==> config.mk <==
export PLATFORM = sky130hd
export DESIGN_NAME = reg_dump_reader_flat
export DESIGN_NICKNAME = d
export VERILOG_FILES = /design/src/rtl/cpu_test_pkg.sv /design/src/rtl/reg_dump_reader_if.sv /design/src/rtl/reg_dump_reader_out_slot.sv /design/src/rtl/reg_dump_reader.sv /design/src/flat_wrapper.sv
export SDC_FILE = /design/constraint.sdc
export NUM_CORES = 1
export LEC_CHECK = 0
export BUFFER_PORTS_ARGS = -buffer_cell sky130_fd_sc_hd__buf_2
export CORE_ASPECT_RATIO = 0.6
export CORE_MARGIN = 2
export CORE_UTILIZATION = 30
export DETAILED_ROUTE_END_ITERATION = 6
export HOLD_SLACK_MARGIN = 0.03
export PLACE_DENSITY_LB_ADDON = 0.3
export SLEW_MARGIN = 30
export SYNTH_ARGS = -nofsm -noshare
export SYNTH_HDL_FRONTEND = slang
export SYNTH_SLANG_ARGS = --single-unit
==> constraint.sdc <==
create_clock -name CLK -period 2 [get_ports CLK]
set_input_delay 0.4 -clock CLK [delete_from_list [all_inputs] [get_ports CLK]]
set_output_delay 0.4 -clock CLK [all_outputs]
set_load 0.02 [all_outputs]
==> src/rtl/cpu_test_pkg.sv <==
// Shared constants and state encoding for the hardware-test register dump path.
package cpu_test_pkg;

  localparam int unsigned IDX_W  = 5;
  localparam int unsigned DATA_W = 32;

  localparam logic [DATA_W-1:0] CHECKSUM_SEED = 32'h0;

  typedef enum logic [2:0] {
    StIdle,
    StSettle,
    StRead,
    StWait,
    StDone
  } dump_state_e;

endpackage

==> src/rtl/reg_dump_reader_if.sv <==
// Valid/ready word stream from the dump engine to the test host.
interface reg_dump_reader_if;
  import cpu_test_pkg::*;

  logic              out_valid;
  logic              out_ready;
  logic [DATA_W-1:0] out_data;
  logic [IDX_W-1:0]  out_index;
  logic              out_last;

  modport master (
    output out_valid,
    output out_data,
    output out_index,
    output out_last,
    input  out_ready
  );

  modport slave (
    input  out_valid,
    input  out_data,
    input  out_index,
    input  out_last,
    output out_ready
  );

endinterface

==> src/rtl/reg_dump_reader_out_slot.sv <==
// Single-entry output holding register; payload is frozen while valid and not accepted.
module dump_out_slot
  import cpu_test_pkg::*;
(
  input  logic              clk_i,
  input  logic              rst_ni,
  input  logic              load_i,
  input  logic [DATA_W-1:0] data_i,
  input  logic [IDX_W-1:0]  index_i,
  input  logic              last_i,
  input  logic              ready_i,
  output logic              valid_o,
  output logic [DATA_W-1:0] data_o,
  output logic [IDX_W-1:0]  index_o,
  output logic              last_o,
  output logic              accept_o
);

  logic              valid_q, valid_d;
  logic [DATA_W-1:0] data_q, data_d;
  logic [IDX_W-1:0]  index_q, index_d;
  logic              last_q, last_d;

  assign accept_o = valid_q & ready_i;

  always_comb begin
    valid_d = valid_q;
    data_d  = data_q;
    index_d = index_q;
    last_d  = last_q;
    if (accept_o) begin
      valid_d = 1'b0;
    end
    if (load_i) begin
      valid_d = 1'b1;
      data_d  = data_i;
      index_d = index_i;
      last_d  = last_i;
    end
  end

  always_ff @(posedge clk_i) begin
    if (!rst_ni) begin
      valid_q <= 1'b0;
      data_q  <= '0;
      index_q <= '0;
      last_q  <= 1'b0;
    end else begin
      valid_q <= valid_d;
      data_q  <= data_d;
      index_q <= index_d;
      last_q  <= last_d;
    end
  end

  assign valid_o = valid_q;
  assign data_o  = data_q;
  assign index_o = index_q;
  assign last_o  = last_q;

endmodule

==> src/rtl/reg_dump_reader.sv <==
// Freezes the CPU, walks regfile addresses 0..REGNUM-1 and streams each word with an XOR checksum.
module reg_dump_reader
  import cpu_test_pkg::*;
#(
  parameter int unsigned REGNUM      = 8,
  parameter int unsigned HOLD_CYCLES = 1
) (
  input  logic              CLK,
  input  logic              RSTn,
  input  logic              start,
  output logic              cpu_hold,
  output logic [IDX_W-1:0]  rd_addr,
  input  logic [DATA_W-1:0] rd_data,
  output logic              busy,
  output logic              done,
  output logic [DATA_W-1:0] checksum,
  reg_dump_reader_if.master out_if
);

  localparam logic [IDX_W-1:0] LastIdx    = IDX_W'(REGNUM - 1);
  localparam logic [3:0]       SettleInit = 4'(HOLD_CYCLES - 1);

  dump_state_e       state_q, state_d;
  logic [IDX_W-1:0]  addr_q, addr_d;
  logic [3:0]        cnt_q, cnt_d;
  logic [DATA_W-1:0] csum_q, csum_d;

  logic              slot_load;
  logic              slot_accept;
  logic              slot_valid;
  logic [DATA_W-1:0] slot_data;
  logic [IDX_W-1:0]  slot_index;
  logic              slot_last;

  always_comb begin
    state_d   = state_q;
    addr_d    = addr_q;
    cnt_d     = cnt_q;
    csum_d    = csum_q;
    slot_load = 1'b0;
    unique case (state_q)
      StIdle: begin
        if (start) begin
          state_d = StSettle;
          addr_d  = '0;
          csum_d  = CHECKSUM_SEED;
          cnt_d   = SettleInit;
        end
      end
      // Gives an in-flight regfile write time to land before the first read.
      StSettle: begin
        if (cnt_q == 4'd0) begin
          state_d = StRead;
        end else begin
          cnt_d = cnt_q - 4'd1;
        end
      end
      StRead: begin
        slot_load = 1'b1;
        state_d   = StWait;
      end
      StWait: begin
        if (slot_accept) begin
          csum_d = csum_q ^ slot_data;
          if (slot_last) begin
            state_d = StDone;
          end else begin
            addr_d  = addr_q + 1'b1;
            state_d = StRead;
          end
        end
      end
      StDone: begin
        state_d = StIdle;
      end
      default: begin
        state_d = StIdle;
      end
    endcase
  end

  always_ff @(posedge CLK) begin
    if (!RSTn) begin
      state_q <= StIdle;
      addr_q  <= '0;
      cnt_q   <= '0;
      csum_q  <= '0;
    end else begin
      state_q <= state_d;
      addr_q  <= addr_d;
      cnt_q   <= cnt_d;
      csum_q  <= csum_d;
    end
  end

  dump_out_slot u_out_slot (
    .clk_i    (CLK),
    .rst_ni   (RSTn),
    .load_i   (slot_load),
    .data_i   (rd_data),
    .index_i  (addr_q),
    .last_i   (addr_q == LastIdx),
    .ready_i  (out_if.out_ready),
    .valid_o  (slot_valid),
    .data_o   (slot_data),
    .index_o  (slot_index),
    .last_o   (slot_last),
    .accept_o (slot_accept)
  );

  assign out_if.out_valid = slot_valid;
  assign out_if.out_data  = slot_data;
  assign out_if.out_index = slot_index;
  assign out_if.out_last  = slot_last;

  assign busy     = (state_q != StIdle);
  assign cpu_hold = busy;
  assign done     = (state_q == StDone);
  assign rd_addr  = addr_q;
  assign checksum = csum_q;

endmodule
==> src/flat_wrapper.sv <==
// flat-port wrapper written by rule: the top's interface ports become plain ports
module reg_dump_reader_flat import cpu_test_pkg::*;
#(
  parameter int unsigned REGNUM      = 8,
  parameter int unsigned HOLD_CYCLES = 1
)
  (CLK, RSTn, start, cpu_hold, rd_addr, rd_data, busy, done, checksum, out_if_out_valid, out_if_out_data, out_if_out_index, out_if_out_last, out_if_out_ready);
  reg_dump_reader_if out_if_i ();
  input  logic CLK;
  input  logic RSTn;
  input  logic start;
  output logic cpu_hold;
  output logic [IDX_W-1:0] rd_addr;
  input  logic [DATA_W-1:0] rd_data;
  output logic busy;
  output logic done;
  output logic [DATA_W-1:0] checksum;
  output wire logic [$bits(out_if_i.out_valid)-1:0] out_if_out_valid;
  output wire logic [$bits(out_if_i.out_data)-1:0] out_if_out_data;
  output wire logic [$bits(out_if_i.out_index)-1:0] out_if_out_index;
  output wire logic [$bits(out_if_i.out_last)-1:0] out_if_out_last;
  input wire logic [$bits(out_if_i.out_ready)-1:0] out_if_out_ready;
  assign out_if_out_valid = out_if_i.out_valid;
  assign out_if_out_data = out_if_i.out_data;
  assign out_if_out_index = out_if_i.out_index;
  assign out_if_out_last = out_if_i.out_last;
  assign out_if_i.out_ready = out_if_out_ready;
  reg_dump_reader #(.REGNUM(REGNUM), .HOLD_CYCLES(HOLD_CYCLES)) u_core (.CLK(CLK), .RSTn(RSTn), .start(start), .cpu_hold(cpu_hold), .rd_addr(rd_addr), .rd_data(rd_data), .busy(busy), .done(done), .checksum(checksum), .out_if(out_if_i));
endmodule
# Word-level counts from Yosys, hierarchy flattened
# Index checks and enable logic that the tools add are counted.
[word_totals]
reg_bits = 83
inputBits = 36
out_inout_bits = 79
elab_cells = 50
[op_classes]
add_sub_neg = 2
eq_ne = 10
mux = 18
bitwise = 2
reduce_logical = 10
[ops]
columns = ["cell", "count"]
rows = [
  ["$mux 32", 2],
  ["$pmux 32 s2", 1],
  ["$xor 32x32->32", 1],
  ["$mux 5", 3],
  ["$mux 3", 4],
  ["$pmux 3 s4", 1],
  ["$pmux 5 s2", 1],
  ["$reduce_and 3->1", 3],
  ["$mux 4", 2],
  ["$pmux 4 s2", 1],
  ["$eq 3x2->1 const B", 2],
  ["$ne 2x2->1 const B", 3],
  ["$reduce_bool 2->1", 3],
  ["$add 5x1->5 const B", 1],
  ["$eq 5x3->1 const B", 1],
  ["$logic_not 4->1", 1],
  ["$ne 2x1->1 const B", 2],
  ["$reduce_and 4->1", 1],
  ["$sub 4x1->4 const B", 1],
  ["$eq 3x1->1 const B", 1],
  ["$eq 3x3->1 const B", 1],
  ["$logic_not 3->1", 1],
  ["$mux 1", 3],
  ["$reduce_bool 3->1", 1],
  ["$and 1x1->1", 1],
]

# Longest topological paths before layout
[depth]
ltp_word = 4
mapped_depth = 6
ltp_nobuf = 5

# By module
# A second synthesis with hierarchy kept.
[unflattened]
cells_unflattened = 388
hier_area_um2 = 3662.3
[modules_own_cells]
columns = ["module", "instances", "cells_each", "area_each_um2", "seq_area_each_um2"]
rows = [
  ["reg_dump_reader", 1, 261, 2169.6, 880.8],
  ["dump_out_slot", 1, 127, 1492.7, 780.7],
]

# Worst setup path before layout
# OpenSTA, ideal clock, no wires.
[synth_path]
path_kind = "flip-flop to output port"
from = "register u_core.state_q[2]"
to = "output port cpu_hold"
arrival_time_ns = 1.212
required_time_ns = 1.600
path_slack_ns = 0.388
path_stages_with_launch = 4
n_path_buf = 2
path_cell_list = "dfxtp_1 -> clkbuf_1 -> or3_1 -> buf_4"
[synth_between]
elab_chain_len = 1
[synth_rtl]
columns = ["item", "line", "source"]
rows = [
  ["start: declaration", "reg_dump_reader.sv:23", "dump_state_e state_q, state_d;"],
  ["start signal: assignment", "reg_dump_reader.sv:84", "state_q <= StIdle;"],
  ["start signal: assignment", "reg_dump_reader.sv:89", "state_q <= state_d;"],
  ["$reduce_bool 3->1", "reg_dump_reader.sv:116", "assign busy = (state_q != StIdle);"],
  ["end: declaration", "flat_wrapper.sv:12", "output logic cpu_hold;"],
]
# Every way passes these cells.

# Worst setup path after layout
# Ends and elaborated chain as after synthesis.

==> flow_metrics.tcl <==
set metrics [dict create \
    grt_pass1_wl_um 17900 \
    r2r-end "u_core.checksum[1]$_SDFFE_PN0P_" \
    nets 600 \
    cp_slowest_cell "or3_1" \
    worst_hold_path.endpoint "u_core.u_out_slot.data_o[11]$_SDFFE_PN0P_" \
    dieWidth_um 152 \
    cts_buffers 9 \
    routed_wl_um 10800 \
    post-place-ws_ns 0.316 \
    hp-class "in -> reg" \
    critPathMaxStageDelay_ns 0.43 \
    cts_root_buf "clkbuf_16" \
    post_cts_buffers 0 \
    wl_per_cell_um 14.7 \
    dieArea_um2 14100 \
    area_growth_pct 26.1 \
    vias 3569 \
    drcViolationCount 0 \
    multi_input_area_um2 2090 \
    synth_seq_cells 83 \
    fmax_mhz 534 \
    grt_max_degree 44 \
    arrival_ns 1.47 \
    layout_commonest_cell "buf_2" \
    critPathTopFamily "simple AND/OR/NAND/NOR gates" \
    worstPathCellList "buf_6, or3_1, buf_2" \
    grt_pass1_vias 3431 \
    clock_latency_ns 0.34 \
    synth_fp_nets 503 \
    maxCapViolCount 0 \
    holdBufCountCts 0 \
    grt_use_met1_pct 21.0 \
    ys_seq_area_share_pct 42.0 \
    final_layout_size_suffix_gt1_share_pct 26.5 \
    cts_tree "done" \
    num_rows 32 \
    drtAntennaViolNets 0 \
    postSynthCellCount 464 \
    layout_common_cells "buf_2, dfxtp_1, nand2_1" \
    htree_levels 3 \
    ff2ff_path_depth 4 \
    synth_edf_count 0 \
    overflow 0 \
    ys_warn_count 0 \
    dp_hpwl_um 7480 \
    met3_usage_pct 6.36 \
    die_h_um 92.9 \
    cts_buffer_depth 2 \
    start_kind "register" \
    regArea_um2 1660 \
    clock-sinks 83 \
    drtIter0Drc 93 \
    synth_area_um2 3950 \
    path_buf_inv 2 \
    gr-usage-all-layers_pct 15.8 \
    gr-usage-met2_pct 23.7 \
    io_pins 115 \
    crit_type "reg -> out" \
    numPortBuffers 114 \
    worst_pin_slew_ns 0.615 \
    core_um2 12900 \
    n_fill_cell 1302 \
    cp_max_fo 43 \
    worst_setup_path_end_kind "primary output" \
    min_period_over_period_pct 93.6 \
    ctsResizeCount 0 \
    top_usage_layer "met2" \
    finish.utilization_pct 38.8 \
    critPathLaunch "u_core.state_q[2]$_SDFFE_PN0P_" \
    hold_depth 3 \
    syn_area_per_cell_um2 8.52 \
    period_needed_ns 1.87 \
    skew_ns 0.00506 \
    power_density_nw_per_um2 826 \
    ir_drop_uv 352 \
    start_util_pct 30.8 \
    outcome "complete, no violations" \
    post_drt_via_cell_ratio 4.85 \
    hold_viol 0 \
    dominantRegCellSynth "dfxtp_1" \
    min_from "rd_data[11]" \
    slew_headroom_pct 58.4 \
    setup_viol 0 \
    report.final.slew_viol_count 0 \
    leakage_nw 1.98 \
    synth_cell_types 37 \
    async_reset_ff_share_pct 0 \
    r2r_slack_ns 0.32 \
    antenna_cells 0 \
    gp_congestion 0.758 \
    rsz0062_at_grt "no" \
    setup_tns_ns 0 \
    antenna_found_initial 0 \
    layout_setup_ws_ns 0.128 \
    cp.required_ns 1.60 \
    clk_pin_slew_ns 0.06 \
    drt_pre_antenna_iters 6 \
    r2r_start "u_core.state_q[1]$_SDFFE_PN0P_" \
]
==> cells by family (layout without fill, tap and decap cells) <==
family / count (synthesis) / in the layout / synth area share (%)
adder cells (fa/ha/maj): 3 / 3 / 0.950
AO/OA/AOI/OAI: 89 / 89 / 14.8
buffers and inverters: 47 / 149 / 5.16
AND/OR/NAND/NOR: 209 / 209 / 28.7
flip-flops: 83 / 83 / 42.0
multiplexers: 33 / 33 / 8.36
==> metrics by stage <==
step                      cell area [um^2]  instances  total power (W)  hold WS [ns]
after CTS                             4980        736          0.00417         0.283
after detailed placement              4660        720          0.00235         0.457
after global routing                  4980        736          0.00431         0.303
after global placement                4660        720          0.00234         0.448
after floorplan                       3950        464          0.00217         0.459
final                                 4980        736          0.00412         0.292
==> per-layer routing <==
layer / wire length (um) / part of all wire (%)
met2: 4300 / 40
met3: 942 / 8.7
met1: 5440 / 50
met4: 138 / 1.3
met5: 0 / 0
==> worst max-delay path by stage <==
stage	slack, ns	to	cells past startpoint
after detailed placement	0.32	u_core.checksum[19]$_SDFFE_PN0P_	5
after global routing	0.05	busy	3
after CTS	0.03	busy	3
after global placement	0.34	u_core.checksum[17]$_SDFFE_PN0P_	5
final	0.13	cpu_hold	3
after floorplan	0.39	cpu_hold	3
==> area by class of cell <==
cell class / instances / area share [%]
well taps: 170 / 4.27
clock inverters: 4 / 1.48
repair buffers: 127 / 13.5
flip-flops and latches: 83 / 33.3
inverters: 6 / 0.452
multi-input cells: 334 / 42.0
clock buffers: 12 / 4.94
==> state kept, by name (all words and copies together) (netlist names) <==
register and cells:
u_core.u_out_slot.data_o 32, u_core.u_out_slot.last_o 1, u_core.u_out_slot.index_o 5, u_core.checksum 32, u_core.cnt_q 4, u_core.state_q 3
u_core.u_out_slot.valid_o 1, u_core.rd_addr 5
==> report_power, final <==
| group | internal, W | total (W) | switching [W] |
|---|---|---|---|
| Clock | 0.00113 | 0.00180 | 0.000674 |
| Sequential | 0.00171 | 0.00177 | 0.0000570 |
| Combinational | 0.000198 | 0.000543 | 0.000345 |
==> cells in the mapped netlist (6+ instances only) <==
library cell	instances	area share (%)
nand2_1	79	7.5
clkbuf_1	26	2.5
a31oi_1	6	0.95
dfxtp_1	83	42
a21oi_1	34	4.3
nand3b_1	33	6.3
nand2b_1	38	6.0
buf_2	13	1.6
inv_1	6	0.57
nand3_1	36	4.6
a21boi_0	35	6.6
mux2i_1	33	8.4
==> worst register-to-register path, delay by kind of cell (launching register included) <==
kind / cells / cell delay, ns
buffers and inverters: 1 / 0.28
DFF: 1 / 0.42
muxes: 1 / 0.07
and+or+nand+nor: 2 / 0.79
Power figures use the tool's default switching activity.
